[src/rtl/mac_layer_sequencer.sv]
// Layer sequencer for the shared 16x16 MAC: walks conv1, conv2 or FC windows one tap per cycle.
// It generates the memory addresses and writes one scaled, ReLU'd and saturated result per output.
module mac_layer_sequencer #(
    parameter int K      = 5,
    parameter int IMG1_W = 28,
    parameter int IMG2_W = 12,
    parameter int FC_LEN = 192,
    parameter int FC_OUT = 10,
    parameter int FRAC   = 8
) (
    input  logic        clk,
    input  logic        reset,
    input  logic        start,
    input  logic [1:0]  layer,
    output logic [9:0]  a_addr,
    output logic [10:0] w_addr,
    output logic        mac_en,
    output logic        mac_clr,
    input  logic [31:0] mac_acc,
    output logic        out_we,
    output logic [9:0]  out_addr,
    output logic [15:0] out_data,
    input  logic        out_ready,
    output logic        busy,
    output logic        done
);

    typedef enum logic [2:0] {S_IDLE, S_ISSUE, S_DRAIN, S_WRITE, S_FIN} state_t;

    localparam int OW1 = IMG1_W - K + 1;
    localparam int OW2 = IMG2_W - K + 1;
    localparam logic [7:0] CONV_TAP_LAST = 8'(K * K - 1);
    localparam logic [7:0] FC_TAP_LAST   = 8'(FC_LEN - 1);
    localparam logic [2:0] KSIDE_LAST    = 3'(K - 1);
    localparam logic [9:0] OUT1_LAST     = 10'(OW1 * OW1 - 1);
    localparam logic [9:0] OUT2_LAST     = 10'(OW2 * OW2 - 1);
    localparam logic [9:0] FC_OUT_LAST   = 10'(FC_OUT - 1);

    state_t      state_q, state_d;
    logic [1:0]  layer_q, layer_d;
    logic [7:0]  tap_q, tap_d;
    logic [2:0]  kr_q, kr_d, kc_q, kc_d;
    logic [4:0]  r_q, r_d, c_q, c_d;
    logic [9:0]  out_cnt_q, out_cnt_d;

    logic [9:0]  a_addr_q, a_addr_d;
    logic [10:0] w_addr_q, w_addr_d;
    logic        mac_en_q, mac_en_d, mac_clr_q, mac_clr_d;
    logic        out_we_q, out_we_d;
    logic [9:0]  out_addr_q, out_addr_d;
    logic        busy_q, busy_d, done_q, done_d;

    logic        is_fc, last_tap, last_out, is_fc_d;
    logic [4:0]  out_w_last;
    logic [9:0]  img_w_d;
    logic [4:0]  row_sum, col_sum;
    logic signed [31:0] scaled;
    logic [15:0] sat_val;

    assign is_fc      = (layer_q == 2'd2);
    assign last_tap   = is_fc ? (tap_q == FC_TAP_LAST) : (tap_q == CONV_TAP_LAST);
    assign out_w_last = (layer_q == 2'd0) ? 5'(OW1 - 1) : 5'(OW2 - 1);
    assign last_out   = is_fc ? (out_cnt_q == FC_OUT_LAST)
                      : (layer_q == 2'd0) ? (out_cnt_q == OUT1_LAST) : (out_cnt_q == OUT2_LAST);

    always_comb begin
        state_d   = state_q;
        layer_d   = layer_q;
        tap_d     = tap_q;
        kr_d      = kr_q;
        kc_d      = kc_q;
        r_d       = r_q;
        c_d       = c_q;
        out_cnt_d = out_cnt_q;
        case (state_q)
            S_IDLE: begin
                if (start) begin
                    layer_d = layer;
                    state_d = (layer == 2'd3) ? S_FIN : S_ISSUE;
                end
            end
            S_ISSUE: begin
                if (last_tap) begin
                    state_d = S_DRAIN;
                    tap_d   = 8'd0;
                    kr_d    = 3'd0;
                    kc_d    = 3'd0;
                end else begin
                    tap_d = tap_q + 8'd1;
                    if (!is_fc) begin
                        if (kc_q == KSIDE_LAST) begin
                            kc_d = 3'd0;
                            kr_d = kr_q + 3'd1;
                        end else begin
                            kc_d = kc_q + 3'd1;
                        end
                    end
                end
            end
            S_DRAIN: state_d = S_WRITE;
            S_WRITE: begin
                if (out_ready) begin
                    if (last_out) begin
                        state_d   = S_FIN;
                        out_cnt_d = 10'd0;
                        r_d       = 5'd0;
                        c_d       = 5'd0;
                    end else begin
                        state_d   = S_ISSUE;
                        out_cnt_d = out_cnt_q + 10'd1;
                        if (!is_fc) begin
                            if (c_q == out_w_last) begin
                                c_d = 5'd0;
                                r_d = r_q + 5'd1;
                            end else begin
                                c_d = c_q + 5'd1;
                            end
                        end
                    end
                end
            end
            S_FIN:   state_d = S_IDLE;
            default: state_d = S_IDLE;
        endcase
    end

    // Addresses are computed from the next-cycle counters so they lead mac_en by exactly one cycle,
    // matching the one-cycle memory read latency.
    always_comb begin
        is_fc_d  = (layer_d == 2'd2);
        img_w_d  = (layer_d == 2'd0) ? 10'(IMG1_W) : 10'(IMG2_W);
        row_sum  = r_d + {2'b00, kr_d};
        col_sum  = c_d + {2'b00, kc_d};
        a_addr_d = a_addr_q;
        w_addr_d = w_addr_q;
        if (state_d == S_ISSUE) begin
            if (is_fc_d) begin
                a_addr_d = {2'b00, tap_d};
                w_addr_d = 11'(out_cnt_d) * 11'(FC_LEN) + {3'b000, tap_d};
            end else begin
                a_addr_d = {5'd0, row_sum} * img_w_d + {5'd0, col_sum};
                w_addr_d = {8'd0, kr_d} * 11'(K) + {8'd0, kc_d};
            end
        end
        mac_en_d   = (state_q == S_ISSUE);
        mac_clr_d  = (state_q == S_ISSUE) && (tap_q == 8'd0);
        out_we_d   = (state_d == S_WRITE);
        out_addr_d = (state_d == S_WRITE) ? out_cnt_d : out_addr_q;
        busy_d     = (state_d == S_ISSUE) || (state_d == S_DRAIN) || (state_d == S_WRITE);
        done_d     = (state_d == S_FIN);
    end

    always_ff @(posedge clk) begin
        if (!reset) begin
            state_q    <= S_IDLE;
            layer_q    <= 2'd0;
            tap_q      <= 8'd0;
            kr_q       <= 3'd0;
            kc_q       <= 3'd0;
            r_q        <= 5'd0;
            c_q        <= 5'd0;
            out_cnt_q  <= 10'd0;
            a_addr_q   <= 10'd0;
            w_addr_q   <= 11'd0;
            mac_en_q   <= 1'b0;
            mac_clr_q  <= 1'b0;
            out_we_q   <= 1'b0;
            out_addr_q <= 10'd0;
            busy_q     <= 1'b0;
            done_q     <= 1'b0;
        end else begin
            state_q    <= state_d;
            layer_q    <= layer_d;
            tap_q      <= tap_d;
            kr_q       <= kr_d;
            kc_q       <= kc_d;
            r_q        <= r_d;
            c_q        <= c_d;
            out_cnt_q  <= out_cnt_d;
            a_addr_q   <= a_addr_d;
            w_addr_q   <= w_addr_d;
            mac_en_q   <= mac_en_d;
            mac_clr_q  <= mac_clr_d;
            out_we_q   <= out_we_d;
            out_addr_q <= out_addr_d;
            busy_q     <= busy_d;
            done_q     <= done_d;
        end
    end

    // The accumulator is only final once WRITE is entered and the MAC stays idle until the
    // handshake, so the result is formed directly from mac_acc and stays stable during a stall.
    always_comb begin
        scaled = $signed(mac_acc) >>> FRAC;
        if (!is_fc && (scaled < 0))
            sat_val = 16'h0000;
        else if (scaled > 32'sd32767)
            sat_val = 16'h7FFF;
        else if (scaled < -32'sd32768)
            sat_val = 16'h8000;
        else
            sat_val = scaled[15:0];
    end

    assign a_addr   = a_addr_q;
    assign w_addr   = w_addr_q;
    assign mac_en   = mac_en_q;
    assign mac_clr  = mac_clr_q;
    assign out_we   = out_we_q;
    assign out_addr = out_addr_q;
    assign out_data = out_we_q ? sat_val : 16'h0000;
    assign busy     = busy_q;
    assign done     = done_q;

endmodule

[config.mk]
export PLATFORM = sky130hd
export DESIGN_NAME = mac_layer_sequencer
export DESIGN_NICKNAME = d
export VERILOG_FILES = /design/src/rtl/mac_layer_sequencer.sv
export SDC_FILE = /design/constraint.sdc
export NUM_CORES = 1
export LEC_CHECK = 0
export ABC_AREA = 1
export BUFFER_PORTS_ARGS = -buffer_cell sky130_fd_sc_hd__buf_4
export CORE_AREA = 2 2 124 126
export CTS_CLUSTER_DIAMETER = 120
export DETAILED_ROUTE_END_ITERATION = 6
export DIE_AREA = 0 0 126 128
export RECOVER_POWER = 25
export SLEW_MARGIN = 15
export SYNTH_ARGS = -nofsm -noshare
export SYNTH_HDL_FRONTEND = slang
export SYNTH_SLANG_ARGS = --single-unit
[constraint.sdc]
create_clock -name clk -period 5.2 [get_ports clk]
set_clock_uncertainty 0.1 [all_clocks]
set_input_delay 0.52 -clock clk [delete_from_list [all_inputs] [get_ports clk]]
set_output_delay 0.52 -clock clk [all_outputs]
set_load 0.005 [all_outputs]
## Word-level counts from Yosys, hierarchy flattened

Index checks and enable logic that the tools add are counted.

- Word-level logic and storage cells: 101
- Output and inout port bits: 52
- Flip-flop bits (word level): 75

- Multipliers: 3
- Multiplexer cells: 42
- $add $sub $neg: 11
- Reduce and logical (&&, ||, !) cells: 9
- Order comparisons: 3
- Equal/unequal tests: 17

Operators with widths:

| kind | count |
|---|---|
| $mux W16 | 4 |
| $mux W5 | 12 |
| $mux W10 | 4 |
| $mux W3 | 13 |
| $gt A24 B16 Y1 const B | 1 |
| $lt A24 B1 Y1 const B | 1 |
| $lt A24 B16 Y1 const B | 1 |
| $mux W8 | 2 |
| $eq A3 B2 Y1 const B | 4 |
| $pmux W3 S4 | 1 |
| $add A11 B8 Y11 | 1 |
| $mux W11 | 1 |
| $add A10 B1 Y10 const B | 1 |
| $add A10 B5 Y10 | 1 |
| $add A5 B1 Y5 const B | 2 |
| $add A5 B3 Y5 | 2 |
| $eq A10 B10 Y1 const B | 1 |
| $eq A10 B4 Y1 const B | 1 |
| $eq A10 B6 Y1 const B | 1 |
| $mul A10 B2 Y5 const B | 1 |
| $mul A5 B5 Y10 | 1 |
| $add A8 B1 Y8 const B | 1 |
| $eq A8 B5 Y1 const B | 1 |
| $eq A8 B8 Y1 const B | 1 |
| 15 further kinds | 26 |

## Longest topological paths before layout

- Word-level depth: 12
- Mapped depth: 33
- Gate-level depth less buffers: 33

## Worst setup path before layout

Ideal clock, no wire load.

- Kind: input to register
- From: input port out_ready
- To: register a_addr_q[8] (netlist: a_addr[8])
- Path slack: 0.501 ns
- Library setup time: 0.116 ns
- Arrival: 4.484 ns
- Path buffers: 1
- Stages on the path: 22
- Path through: inv_1 nor2_2 nand4_1 buf_2 inv_1 nor3_1 ha_1 inv_1 fa_1 xnor2_1 inv_1 fa_1 inv_1 fa_1 ha_1 ha_1 inv_1 fa_1 o21ai_0 xor2_1 a21oi_1 nor2_1

- Word-level cells in the longest chain between the ends: 6

RTL lines:

| what | line | RTL |
|---|---|---|
| from (decl) | 23 | `input logic out_ready,` |
| $mux W5 | 102 | `if (out_ready) begin` |
| $mux W5 | 75 | `case (state_q)` |
| via r_d[0] | 43 | `logic [4:0] r_q, r_d, c_q, c_d;` |
| $add A5 B3 Y5 | 132 | `row_sum = r_d + {2'b00, kr_d};` |
| $mul A5 B5 Y10 | 141 | `a_addr_d = {5'd0, row_sum} * img_w_d + {5'd0, col_sum};` |
| $add A10 B5 Y10 | 141 |  |
| $mux W10 | 137 | `if (is_fc_d) begin` |
| to (signal assigned) | 180 | `a_addr_q <= a_addr_d;` |
| to (decl) | 46 | `logic [9:0] a_addr_q, a_addr_d;` |

The timed path passes the listed nets, and every way through them passes these cells.
A chain may end at the register's enable or synchronous reset.

## Worst setup path in the final report

- From: register layer_q[1]
- To: register a_addr_q[8] (netlist: a_addr[8])

RTL lines:

| what | line | RTL |
|---|---|---|
| from (decl) | 40 | `logic [1:0] layer_q, layer_d;` |
| from (signal assigned) | 173 | `layer_q <= layer_d;` |
| $eq A2 B2 Y1 * | 60 | `assign is_fc = (layer_q == 2'd2);` |
| $mux W3 or $mux W1 (tied branches) | 90, 61 |  |
| $mux W3 * | 83 | `if (last_tap) begin` |
| $mux W3 * | 75 |  |
| via kr_d[2] | 42 | `logic [2:0] kr_q, kr_d, kc_q, kc_d;` |
| $add A5 B3 Y5 * | 132 |  |
| $mul A5 B5 Y10 * | 141 |  |
| $add A10 B5 Y10 * | 141 |  |
| $mux W10 * | 137 |  |

Mark *: on every way through the listed nets, which the timed path passes. The rest lies on a longest branch.

==> summary.md <==
| Metric | Value |
|---|---|
| Worst hold path type | `flop to flop` |
| Worst slew margin relative to its limit | `around a quarter` |
| I/O pins | `90` |
| Startpoint types | `flop` |
| Via count | `around 4600` |
| Total design power | `approximately 1400 uW` |
| Met3 WL | `~590 um` |
| Post-synth top area cell | `dfxtp_1` |
| Iteration-0 DRC Markers | `262` |
| Async SR Flop Fraction | `0%` |
| Core ar. | `roughly 15000 um^2` |
| Setup crit start | `layer_q[1]$_SDFF_PN0_` |
| Post-route ant nets | `0` |
| Worst vdd ir | `between 0.15 and 0.2 mV` |
| Final-layout fill cell count | `~1500` |
| Sequential area share after synthesis | `between 20 and 30%` |
| Top-area cell type share of the netlist area | `around 30%` |
| Syn nets | `approximately 800` |
| Post-Route WL | `12380 um` |
| CP Data Required Time | `5.37 ns` |
| TritonCTS Buffers | `9` |
| Residual DRC count | `0` |
| Routed wire per std cell | `roughly 13 um` |
| Final slew viol count | `0` |
| Post-route setup TNS | `0 ns` |
| Initial Util | `between 30% and 40%` |
| Commonest cells in the synthesized netlist | `nand2_1, nor2_1, inv_1` |
| CP arrival | `about 5.0 ns` |
| Gpl congestion | `approximately 0.8` |
| RSZ-0062 raised after global routing | `false` |
| Least-Margin Pin Slew | `about 1.1 ns` |
| Hold Vio Cnt, Final | `0` |
| Antenna cells | `0` |
| CTS Sinks | `75` |
| Vias in the first global route | `around 4400` |
| Netlist Area Pre-Place | `a little over 5000 um^2` |
| Flops & latches, synth | `75` |
| Cells along the critical path | `inv_2, nor2_4, nand3_2, o21ai_4, nand4_4, inv_6, buf_4, nor2_1, ha_1, xnor2_2, inv_2, fa_1, inv_1, fa_1, ha_1, ha_1, inv_1, fa_1, o21ai_0, xor2_1, a21oi_1, nor2_1` |
| Largest net degree at the start of global routing | `50` |
| FP Rows | `between 40 and 50` |
| Final HPWL DP | `between 9000 and 10000 um` |
| DRT Pass-1 Iters | `4` |
| Initial antenna violation count | `0` |
| All-Layer GR Usage | `between 10% and 20%` |
| CTS H-tree lvls | `3` |
| Status | `finished, final reports clean` |
| Final cycle utilization of the critical path | `a little over 90%` |
| Vias per cell | `between 4 and 5` |
| Port Buffers | `81` |
| Syn_area_per_cell | `roughly 7.2 um^2` |
| WL met1 | `approximately 5600 um` |
| Post-route minimum period | `between 4 and 5 ns` |
| Placed cell count | `between 900 and 1000` |
| Die Wd | `approximately 130 um` |
| Cell Pwr Density | `about 230 nW/um^2` |
| CTS max path bufs | `2` |
| Die area | `around 16000 um^2` |
| Area growth syn-to-layout | `24.50%` |
| Root Buffer | `clkbuf_16` |
| # nets final | `slightly below 900` |
| First-pass GRT wire length | `between 20000 and 25000 um` |
| Share of post-route cells with drive strength above 1 | `between 20% and 30%` |
| Top cells by area, synth | `dfxtp_1, ha_1, nand2_1` |
| Die H | `128 um` |
| Wire length on met2 | `6053 um` |
| Reg2reg start | `layer_q[1]$_SDFF_PN0_` |
| CP endpoint kind | `flop` |
| Mapped Cells | `about 700` |
| R2R cell count | `22` |
| GRT overflow | `0` |
| Count of final setup violators | `0` |
| TritonCTS clock tree | `done` |
| Max-cap viol count | `0` |
| R2r endpoint | `a_addr[8]$_SDFFE_PN0P_` |
| EDFF count, synth | `0` |
| Critical path's largest stage delay | `~0.53 ns` |
| Sequential Area | `1508 um^2` |
| Non-filler instance count after layout | `slightly below 1000` |
| Leak pwr | `between 0.003 and 0.004 uW` |
| CP Capture Point | `a_addr[8]$_SDFFE_PN0P_` |
| Ys flop type | `dfxtp_1` |
| Library cells used by synthesis | `48` |
| Critical Path Fanout Max | `9` |
| Critical path class | `flop to flop` |
| Synth warn | `0` |
| DR top layer | `met4` |
| Clock transition at the registers of the reported paths | `approximately 0.06 ns` |
| Crit path max-delay cell type | `fa_1` |
| Clock latency on the worst-skew pair | `around 0.34 ns` |
| Register-to-register setup slack | `0.34 ns` |
| Multi-input logic area | `between 3000 and 4000 um^2` |
| Fmax | `205.9 MHz` |
==> per-stage QoR <==
stage                     cell area (um^2)  worst slack [ns]  utilization [%]  hold WS, ns
after CTS                             6192           0.03720            41.66       0.3862
final                                 6327            0.3442            42.57       0.3797
after global placement                5888            0.1120            39.61       0.3739
after floorplan                       5082            0.5006                -       0.3598
after global routing                  6327           0.01644            42.57       0.3996
after detailed placement              5888           0.05636            39.61       0.3745
==> cell families (layout without fill, tap and decap cells) <==
family          Yosys count  count (layout)  synth area share, %
fa+ha+maj                55              55                14.87
mux                       1               1               0.1970
xor+xnor                 28              28                5.121
simple gates            309             309                27.77
buf+inv                 125             221                10.14
compound gates          110             110                12.36
flops                    75              75                29.54
==> state kept, by name, indices dropped and copies added (netlist names), 5 cells and up <==
name / cells
a_addr: 10
c_q: 5
out_addr: 10
out_cnt_q: 10
r_q: 5
tap_q: 8
w_addr: 11
==> timing repair <==
action / in CTS / in global routing
gates resized for setup: 0 / 18
setup buffers: 0 / 9
hold buffers: 0 / 0
endpoints found under the setup margin: 0 / 5
==> layout make-up <==
type                            instances  area share [%]
Clock buffer                           10           3.777
Clock inverter                          6           1.028
Inverter                              106           6.367
Multi-Input combinational cell        503           49.59
Sequential cell                        75           23.83
Tap cell                              188           3.718
Timing Repair Buffer                   99           11.69
==> worst min-delay path by stage <==
| stage | end | cells after the start | startpoint | slack, ns |
|---|---|---|---|---|
| floorplan | w_addr[2]$_SDFFE_PN0P_ | 2 | w_addr[2]$_SDFFE_PN0P_ | 0.36 |
| global placement | a_addr[2]$_SDFFE_PN0P_ | 2 | a_addr[2]$_SDFFE_PN0P_ | 0.37 |
| detailed placement | w_addr[5]$_SDFFE_PN0P_ | 2 | w_addr[5]$_SDFFE_PN0P_ | 0.37 |
| CTS | w_addr[2]$_SDFFE_PN0P_ | 2 | w_addr[2]$_SDFFE_PN0P_ | 0.39 |
| global route | w_addr[5]$_SDFFE_PN0P_ | 2 | w_addr[5]$_SDFFE_PN0P_ | 0.40 |
| finish | w_addr[2]$_SDFFE_PN0P_ | 2 | w_addr[2]$_SDFFE_PN0P_ | 0.38 |
==> report_power, final <==
| group | internal, uW | switching [uW] |
|---|---|---|
| Clock | 385 | 255 |
| Combinational | 76.4 | 117 |
| Sequential | 597 | 15.4 |
| Total | 1060 | 387 |
==> routing by layer <==
layer,GRT usage [%],up-vias
met3,2.588,8
li1,-,2438
met2,27.74,88
met5,0,-
met1,19.81,2092
met4,4.525,0
==> worst max-delay path, delay by kind of cell (launching register included) <==
family	cells	cell delay (ns)
AOI/OAI and AO/OA	3	0.52
xor gates and xnor gates	2	0.35
adders and majority gates	6	2.20
buffers and inverters	6	0.50
DFF	1	0.38
and+or+nand+nor	5	0.74
==> placed cells by master (no fill, tap or decap), drive strengths merged, types with 15 or more instances in the layout <==
| master | count |
|---|---|
| a21oi | 46 |
| buf | 70 |
| xor2 | 15 |
| inv | 106 |
| ha | 46 |
| clkbuf | 39 |
| nand2 | 119 |
| nor2 | 118 |
| nand3 | 38 |
| dfxtp | 75 |
| o21ai | 44 |
No activity file was read; power rests on OpenSTA's default activity.
